==> src/rtl/fpu_pkg.sv <==
// Shared FPU definitions: rounding modes, exception flags and integer/exponent limits.
package fpu_pkg;

    typedef enum logic [2:0] {
        RNE = 3'b000,
        RTZ = 3'b001,
        RDN = 3'b010,
        RUP = 3'b011,
        RMM = 3'b100
    } rm_e;

    typedef struct packed {
        logic nv;
        logic dz;
        logic of;
        logic uf;
        logic nx;
    } fflags_t;

    localparam logic [31:0] INT_MAX_S = 32'h7FFF_FFFF;
    localparam logic [31:0] INT_MIN_S = 32'h8000_0000;
    localparam logic [31:0] INT_MAX_U = 32'hFFFF_FFFF;
    localparam int          FLT_EXP_BIAS = 127;

    // |x| >= 2^32 from this exponent up; below the tiny limit |x| < 2^-3 and the shifter output is unusable
    localparam logic [7:0] EXP_BIG_MIN  = 8'(FLT_EXP_BIAS + 32);
    localparam logic [7:0] EXP_TINY_LIM = 8'(FLT_EXP_BIAS - 3);

endpackage

==> src/rtl/fpu_f2i_round_if.sv <==
// Valid/ready handshake bundle between the float-to-fixed shifter, the rounding stage and FP writeback.
interface fpu_f2i_round_if #(
    parameter int TAG_W = 6
);
    logic             in_valid;
    logic             in_ready;
    logic [31:0]      in_flt;
    logic [34:0]      in_fixed;
    logic             in_is_signed;
    logic [2:0]       in_rm;
    logic [TAG_W-1:0] in_tag;
    logic             out_valid;
    logic             out_ready;
    logic [31:0]      out_result;
    logic [4:0]       out_fflags;
    logic [TAG_W-1:0] out_tag;

    modport master (
        output in_valid, in_flt, in_fixed, in_is_signed, in_rm, in_tag, out_ready,
        input  in_ready, out_valid, out_result, out_fflags, out_tag
    );

    modport slave (
        input  in_valid, in_flt, in_fixed, in_is_signed, in_rm, in_tag, out_ready,
        output in_ready, out_valid, out_result, out_fflags, out_tag
    );
endinterface

==> src/rtl/fpu_round_incr.sv <==
// Round-increment decision from sign, rounding mode, lsb, guard and sticky-or-round bits.
module fpu_round_incr
    import fpu_pkg::*;
(
    input  logic       sign,
    input  logic [2:0] rm,
    input  logic       lsb,
    input  logic       g,
    input  logic       x,
    output logic       inc
);

    // Unused encodings fall through to truncation; they never reach here from decode
    always_comb begin
        inc = 1'b0;
        case (rm)
            RNE:     inc = g & (x | lsb);
            RTZ:     inc = 1'b0;
            RDN:     inc = sign & (g | x);
            RUP:     inc = ~sign & (g | x);
            RMM:     inc = g;
            default: inc = 1'b0;
        endcase
    end

endmodule

==> src/rtl/fpu_f2i_round.sv <==
// Float-to-integer rounding, saturation and exception stage; two-stage valid/ready pipeline.
module fpu_f2i_round
    import fpu_pkg::*;
#(
    parameter int TAG_W = 6
) (
    input  logic            clock,
    input  logic            reset,
    input  logic            flush,
    fpu_f2i_round_if.slave  bus
);

    logic [7:0]  f_exp;
    logic        c_sign, c_nan, c_big, c_zero, c_tiny;
    logic [31:0] c_int;
    logic        c_g, c_x, c_inc;
    logic [32:0] c_mag;

    logic             s1_valid, s1_nan, s1_big, s1_sign, s1_signed, s1_inexact;
    logic [32:0]      s1_mag;
    logic [TAG_W-1:0] s1_tag;

    logic             s2_valid, s2_adv;
    logic [31:0]      s2_result;
    fflags_t          s2_flags;
    logic [TAG_W-1:0] s2_tag;

    logic        ovf;
    logic [31:0] sat, r_result;
    fflags_t     r_flags;

    assign f_exp = bus.in_flt[30:23];

    // Zero and tiny operands bypass the shifter magnitude
    always_comb begin
        c_sign = bus.in_flt[31];
        c_nan  = (f_exp == 8'hFF) && (bus.in_flt[22:0] != '0);
        c_big  = (f_exp >= EXP_BIG_MIN);
        c_zero = (bus.in_flt[30:0] == '0);
        c_tiny = (f_exp < EXP_TINY_LIM) && !c_zero;
        c_int  = bus.in_fixed[34:3];
        c_g    = bus.in_fixed[2];
        c_x    = bus.in_fixed[1] | bus.in_fixed[0];
        if (c_zero) begin
            c_int = '0;
            c_g   = 1'b0;
            c_x   = 1'b0;
        end else if (c_tiny) begin
            c_int = '0;
            c_g   = 1'b0;
            c_x   = 1'b1;
        end
    end

    fpu_round_incr u_round_incr (
        .sign (c_sign),
        .rm   (bus.in_rm),
        .lsb  (c_int[0]),
        .g    (c_g),
        .x    (c_x),
        .inc  (c_inc)
    );

    assign c_mag = {1'b0, c_int} + 33'(c_inc);

    assign s2_adv       = ~s2_valid | bus.out_ready;
    assign bus.in_ready = ~s1_valid | s2_adv;

    always_ff @(posedge clock) begin
        if (reset || flush) begin
            s1_valid <= 1'b0;
        end else if (bus.in_ready) begin
            s1_valid <= bus.in_valid;
        end
        if (bus.in_valid && bus.in_ready) begin
            s1_nan     <= c_nan;
            s1_big     <= c_big;
            s1_sign    <= c_sign;
            s1_signed  <= bus.in_is_signed;
            s1_mag     <= c_mag;
            s1_inexact <= c_g | c_x;
            s1_tag     <= bus.in_tag;
        end
    end

    // NaN outranks Big, which outranks the post-rounding range check
    always_comb begin
        ovf = 1'b0;
        sat = '0;
        if (s1_nan) begin
            ovf = 1'b1;
            sat = s1_signed ? INT_MAX_S : INT_MAX_U;
        end else if (s1_signed) begin
            if (s1_sign) begin
                ovf = s1_big || (s1_mag > {1'b0, INT_MIN_S});
                sat = INT_MIN_S;
            end else begin
                ovf = s1_big || (s1_mag > {1'b0, INT_MAX_S});
                sat = INT_MAX_S;
            end
        end else begin
            if (s1_sign) begin
                ovf = s1_big || (s1_mag != '0);
                sat = '0;
            end else begin
                ovf = s1_big || s1_mag[32];
                sat = INT_MAX_U;
            end
        end
        r_result   = ovf ? sat : (s1_sign ? (~s1_mag[31:0] + 32'd1) : s1_mag[31:0]);
        r_flags    = '0;
        r_flags.nv = ovf;
        r_flags.nx = !ovf && s1_inexact;
    end

    always_ff @(posedge clock) begin
        if (reset || flush) begin
            s2_valid  <= 1'b0;
            s2_result <= '0;
            s2_flags  <= '0;
            s2_tag    <= '0;
        end else if (s2_adv) begin
            s2_valid <= s1_valid;
            if (s1_valid) begin
                s2_result <= r_result;
                s2_flags  <= r_flags;
                s2_tag    <= s1_tag;
            end
        end
    end

    assign bus.out_valid  = s2_valid;
    assign bus.out_result = s2_result;
    assign bus.out_fflags = s2_flags;
    assign bus.out_tag    = s2_tag;

endmodule

==> src/flat_wrapper.sv <==
// flat-port wrapper written by rule: the top's interface ports become plain ports
module fpu_f2i_round_flat import fpu_pkg::*;
#(
    parameter int TAG_W = 6
)
  (clock, reset, flush, bus_in_valid, bus_in_flt, bus_in_fixed, bus_in_is_signed, bus_in_rm, bus_in_tag, bus_out_ready, bus_in_ready, bus_out_valid, bus_out_result, bus_out_fflags, bus_out_tag);
  fpu_f2i_round_if #(.TAG_W(TAG_W)) bus_i ();
  input  logic clock;
  input  logic reset;
  input  logic flush;
  input wire logic [$bits(bus_i.in_valid)-1:0] bus_in_valid;
  input wire logic [$bits(bus_i.in_flt)-1:0] bus_in_flt;
  input wire logic [$bits(bus_i.in_fixed)-1:0] bus_in_fixed;
  input wire logic [$bits(bus_i.in_is_signed)-1:0] bus_in_is_signed;
  input wire logic [$bits(bus_i.in_rm)-1:0] bus_in_rm;
  input wire logic [$bits(bus_i.in_tag)-1:0] bus_in_tag;
  input wire logic [$bits(bus_i.out_ready)-1:0] bus_out_ready;
  output wire logic [$bits(bus_i.in_ready)-1:0] bus_in_ready;
  output wire logic [$bits(bus_i.out_valid)-1:0] bus_out_valid;
  output wire logic [$bits(bus_i.out_result)-1:0] bus_out_result;
  output wire logic [$bits(bus_i.out_fflags)-1:0] bus_out_fflags;
  output wire logic [$bits(bus_i.out_tag)-1:0] bus_out_tag;
  assign bus_i.in_valid = bus_in_valid;
  assign bus_i.in_flt = bus_in_flt;
  assign bus_i.in_fixed = bus_in_fixed;
  assign bus_i.in_is_signed = bus_in_is_signed;
  assign bus_i.in_rm = bus_in_rm;
  assign bus_i.in_tag = bus_in_tag;
  assign bus_i.out_ready = bus_out_ready;
  assign bus_in_ready = bus_i.in_ready;
  assign bus_out_valid = bus_i.out_valid;
  assign bus_out_result = bus_i.out_result;
  assign bus_out_fflags = bus_i.out_fflags;
  assign bus_out_tag = bus_i.out_tag;
  fpu_f2i_round #(.TAG_W(TAG_W)) u_core (.clock(clock), .reset(reset), .flush(flush), .bus(bus_i));
endmodule
==> config.mk <==
export PLATFORM = sky130hd
export DESIGN_NAME = fpu_f2i_round_flat
export DESIGN_NICKNAME = d
export VERILOG_FILES = /design/src/rtl/fpu_pkg.sv /design/src/rtl/fpu_f2i_round_if.sv /design/src/rtl/fpu_round_incr.sv /design/src/rtl/fpu_f2i_round.sv /design/src/flat_wrapper.sv
export SDC_FILE = /design/constraint.sdc
export NUM_CORES = 1
export LEC_CHECK = 0
export CAP_MARGIN = 15
export CORE_MARGIN = 8
export CORE_UTILIZATION = 44
export DETAILED_ROUTE_END_ITERATION = 16
export GPL_ROUTABILITY_DRIVEN = 0
export PLACE_DENSITY = 0.86
export SLEW_MARGIN = 20
export SYNTH_ARGS = -nofsm -noshare
export SYNTH_HDL_FRONTEND = slang
export SYNTH_SLANG_ARGS = --single-unit
==> constraint.sdc <==
create_clock -name clock -period 2.7 [get_ports clock]
set_input_delay 0.27 -clock clock [delete_from_list [all_inputs] [get_ports clock]]
set_output_delay 0.27 -clock clock [all_outputs]
set_load 0.02 [all_outputs]
==> results of run 1 <==
## cell families after synthesis
group | Yosys count | synth area share (%)
DFF | 86 | 46.29
buffers and inverters | 35 | 3.857
xor gates and xnor gates | 56 | 10.50
and+or+nand+nor | 215 | 23.57
muxes | 2 | 0.4286
AOI/OAI and AO/OA | 85 | 13.66
adders and majority gates | 6 | 1.607
other | 1 | 0.08029
## per-layer routing
layer | share of wire, % | routed length (um) | up-vias | track usage (%)
met3 | 7.2 | 877 | 18 | 4.818
li1 | - | - | 2059 | -
met1 | 40 | 4913 | 1964 | 19.04
met4 | 2.1 | 257 | 0 | 7.905
met5 | 0 | 0 | - | 0
met2 | 51 | 6211 | 146 | 29.33
## repair_timing
action	in CTS	in global routing
cloned	0	0
setup buffers	1	2
resized for setup	17	28
setup endpoints to repair	14	20
hold buffers	0	0
pin swaps	9	15
## final timing paths
path,start,endpoint,slack (ps),cells past startpoint
setup / recovery,bus_in_flt[14],u_core.s1_mag[10],40,14
hold / removal,bus_in_flt[30],u_core.s1_big,370,3
setup reg to reg,u_core.s1_mag[16],u_core.bus.out_result[30],170,7
hold reg to reg,u_core.bus.out_tag[1],u_core.bus.out_tag[1],460,2
## metrics by stage
stage                     hold WS [ps]  std cells  cell area (sq um)  util (%)  power [W]
after floorplan                  368.9        488               4686         -   0.001716
after global placement           443.7        748               6142     59.50   0.001925
after detailed placement         453.4        748               6142     59.50   0.001943
after CTS                        440.6        765               6409     62.08   0.002840
after global routing             384.1        767               6535     63.30   0.002945
final                            374.4        767               6535     63.30   0.002834
## cell type report
class | instances | area [sq um]
fill | 807 | 3789
multi-input combinational | 367 | 2484
sequential | 86 | 2162
timing repair buffer | 152 | 1476
tap | 136 | 170.2
clock buffer | 10 | 137.6
clock inverter | 6 | 67.56
inverter | 10 | 37.54
## worst max-delay path: stages
cell and delay [ps]:
clkdlybuf4s50_1 410, nor4_2 270, nand2_1 110, nor2_2 120, and3_4 190, o21ai_2 60
a41o_1 260, ha_4 180, ha_4 160, and3_4 160, and4_4 200, and3_4 180
xnor2_2 130, nor2_1 80
## power breakdown
| group | internal (W) | total (W) | leakage (nW) | switching (W) |
|---|---|---|---|---|
| combinational | 0.000227 | 0.000440 | 1.52 | 0.000213 |
| clock | 0.000457 | 0.000908 | 0.0993 | 0.000451 |
| sequential | 0.00143 | 0.00149 | 0.787 | 0.0000576 |
## cell usage after synthesis, types with 10 or more instances
cell | number | area, sq um
xor2_1 | 39 | 341.6
nand4_1 | 17 | 106.4
edfxtp_1 | 44 | 1321
nand2_1 | 72 | 270.3
inv_1 | 10 | 37.54
o31ai_1 | 11 | 82.58
o21ai_0 | 13 | 65.06
clkbuf_1 | 11 | 41.29
nand3_1 | 18 | 90.09
a22o_1 | 31 | 271.5
dfxtp_1 | 42 | 840.8
a21oi_1 | 12 | 60.06
xnor2_1 | 17 | 148.9
nor4_1 | 14 | 87.58
nor3_1 | 12 | 60.06
nor2_1 | 36 | 135.1
## cells in the final DEF, fill, tap and decap left out, drive strengths merged, types with 3 or more instances in the layout
cell           instances
a21oi                 12
a22o                  31
and2                   5
and3                   9
and4                   5
buf                   29
clkbuf                10
clkdlybuf4s50        106
conb                   3
dfxtp                 42
dlygate4sd2            5
dlymetal6s2s          12
edfxtp                44
ha                     6
inv                   12
nand2                 72
nand2b                 3
nand3                 18
nand4                 17
nand4b                 3
nor2                  36
nor3                  13
nor4                  17
o21ai                 13
o31ai                 11
o41ai                  7
or3                    8
or4                    4
xnor2                 17
xor2                  39
## state kept, by name (all words and copies together) (netlist names)
signal / flops
u_core.s1_mag: 33
u_core.bus.out_result: 32
u_core.bus.out_tag: 6
u_core.s1_tag: 6
u_core.bus.out_fflags: 2
u_core.bus.out_valid: 1
u_core.s1_big: 1
u_core.s1_inexact: 1
u_core.s1_nan: 1
u_core.s1_sign: 1
u_core.s1_signed: 1
u_core.s1_valid: 1
==> reports/results.ini, run 1 <==
[setup_path]
cp_data_arrival_time_ps = 2770
required_ps = 2810
worstSetupPathType = input port to register
cp-end-kind = register
crit_path_start_kind = input port
critPathMaxFanout = 4

[floorplanning]
fp.dieW_um = 119.0
ios = 127
core_area_sq_um = 10320
die-area_sq_um = 14170
initial_core_util_pct = 45.24
core.rowCount = 37
die_h_um = 119.0

[grt]
grt_antenna_before_repair = 0
grt_max_degree = 45
first_global_vias = 4278
grt_usage_pct = 17.00
grt_pass1_wl_um = 20270
gr-total-overflow = 0

[timing]
fin_skew_ps = 9.844
tightest_slew_ps = 523.4
period_share_pct = 98.38
hold_viol = 0
worst_slack_ps = 43.82
layout_min_cycle_time_ps = 2656
tns_ps = 0
drv_slew = 0
max_freq_mhz = 376.5
setup_viol = 0
relSlewSlack_pct = 65.10

[power_and_ir_drop]
power-per-cell-area_nw_per_um2 = 433.7
p_leak_nw = 2.404
irDropWorstVdd_mv = 0.2384

[clocking]
root_buffer = clkbuf_8
clkLatencyLatePin_ps = 360
cts_buffer_depth = 2
path_clk_slew_ps = 90
cts_made_buffers = 9
htreeDepth = 3
clock_sinks = 86
cts_tree = built

[outcome]
status = completed

[logic_synthesis]
synthFlopType = edfxtp_1
synthCells = 486
avgSynthCellArea_sq_um = 9.611
synth_edf_count = 44
synth_warnings = 0
ys_ff_latch = 86
ys_types = 48
yosysSeqAreaShare_pct = 46.29
synthArstFlopShare_pct = 0
netlist_area_sq_um = 4671

[placed_design]
io_buffers = 123
place_ws_ps = -646.9
dp_hpwl_um = 9643

[worst_hold_path]
hold_class = input port to register

[final_layout]
area_growth_pct = 39.91
drive_gt1_share_pct = 12.52
layout.nets = 714
antennaDiodeCount = 0

[routing]
wire_per_inst_um = 15.98
vias = 4187
vias_per_cell = 5.459
dr.pass1.iters = 5
ant_nets = 0
drtIter0Drc = 219
drc = 0
routed_wl_um = 12260

[job]
drv_cap = 0

Note: power is estimated with default switching activity, not from simulation.
==> inputs of run 2 (changes only) <==
- CTS_CLUSTER_SIZE: not set -> 24
==> results of run 2 <==
Final layout, timing and power as in run 1 (identical DEF).
==> inputs of run 3 (changes only) <==
- SLEW_MARGIN: 20 -> not set
==> results of run 3 <==
Final layout, timing and power as in run 1 (identical DEF).
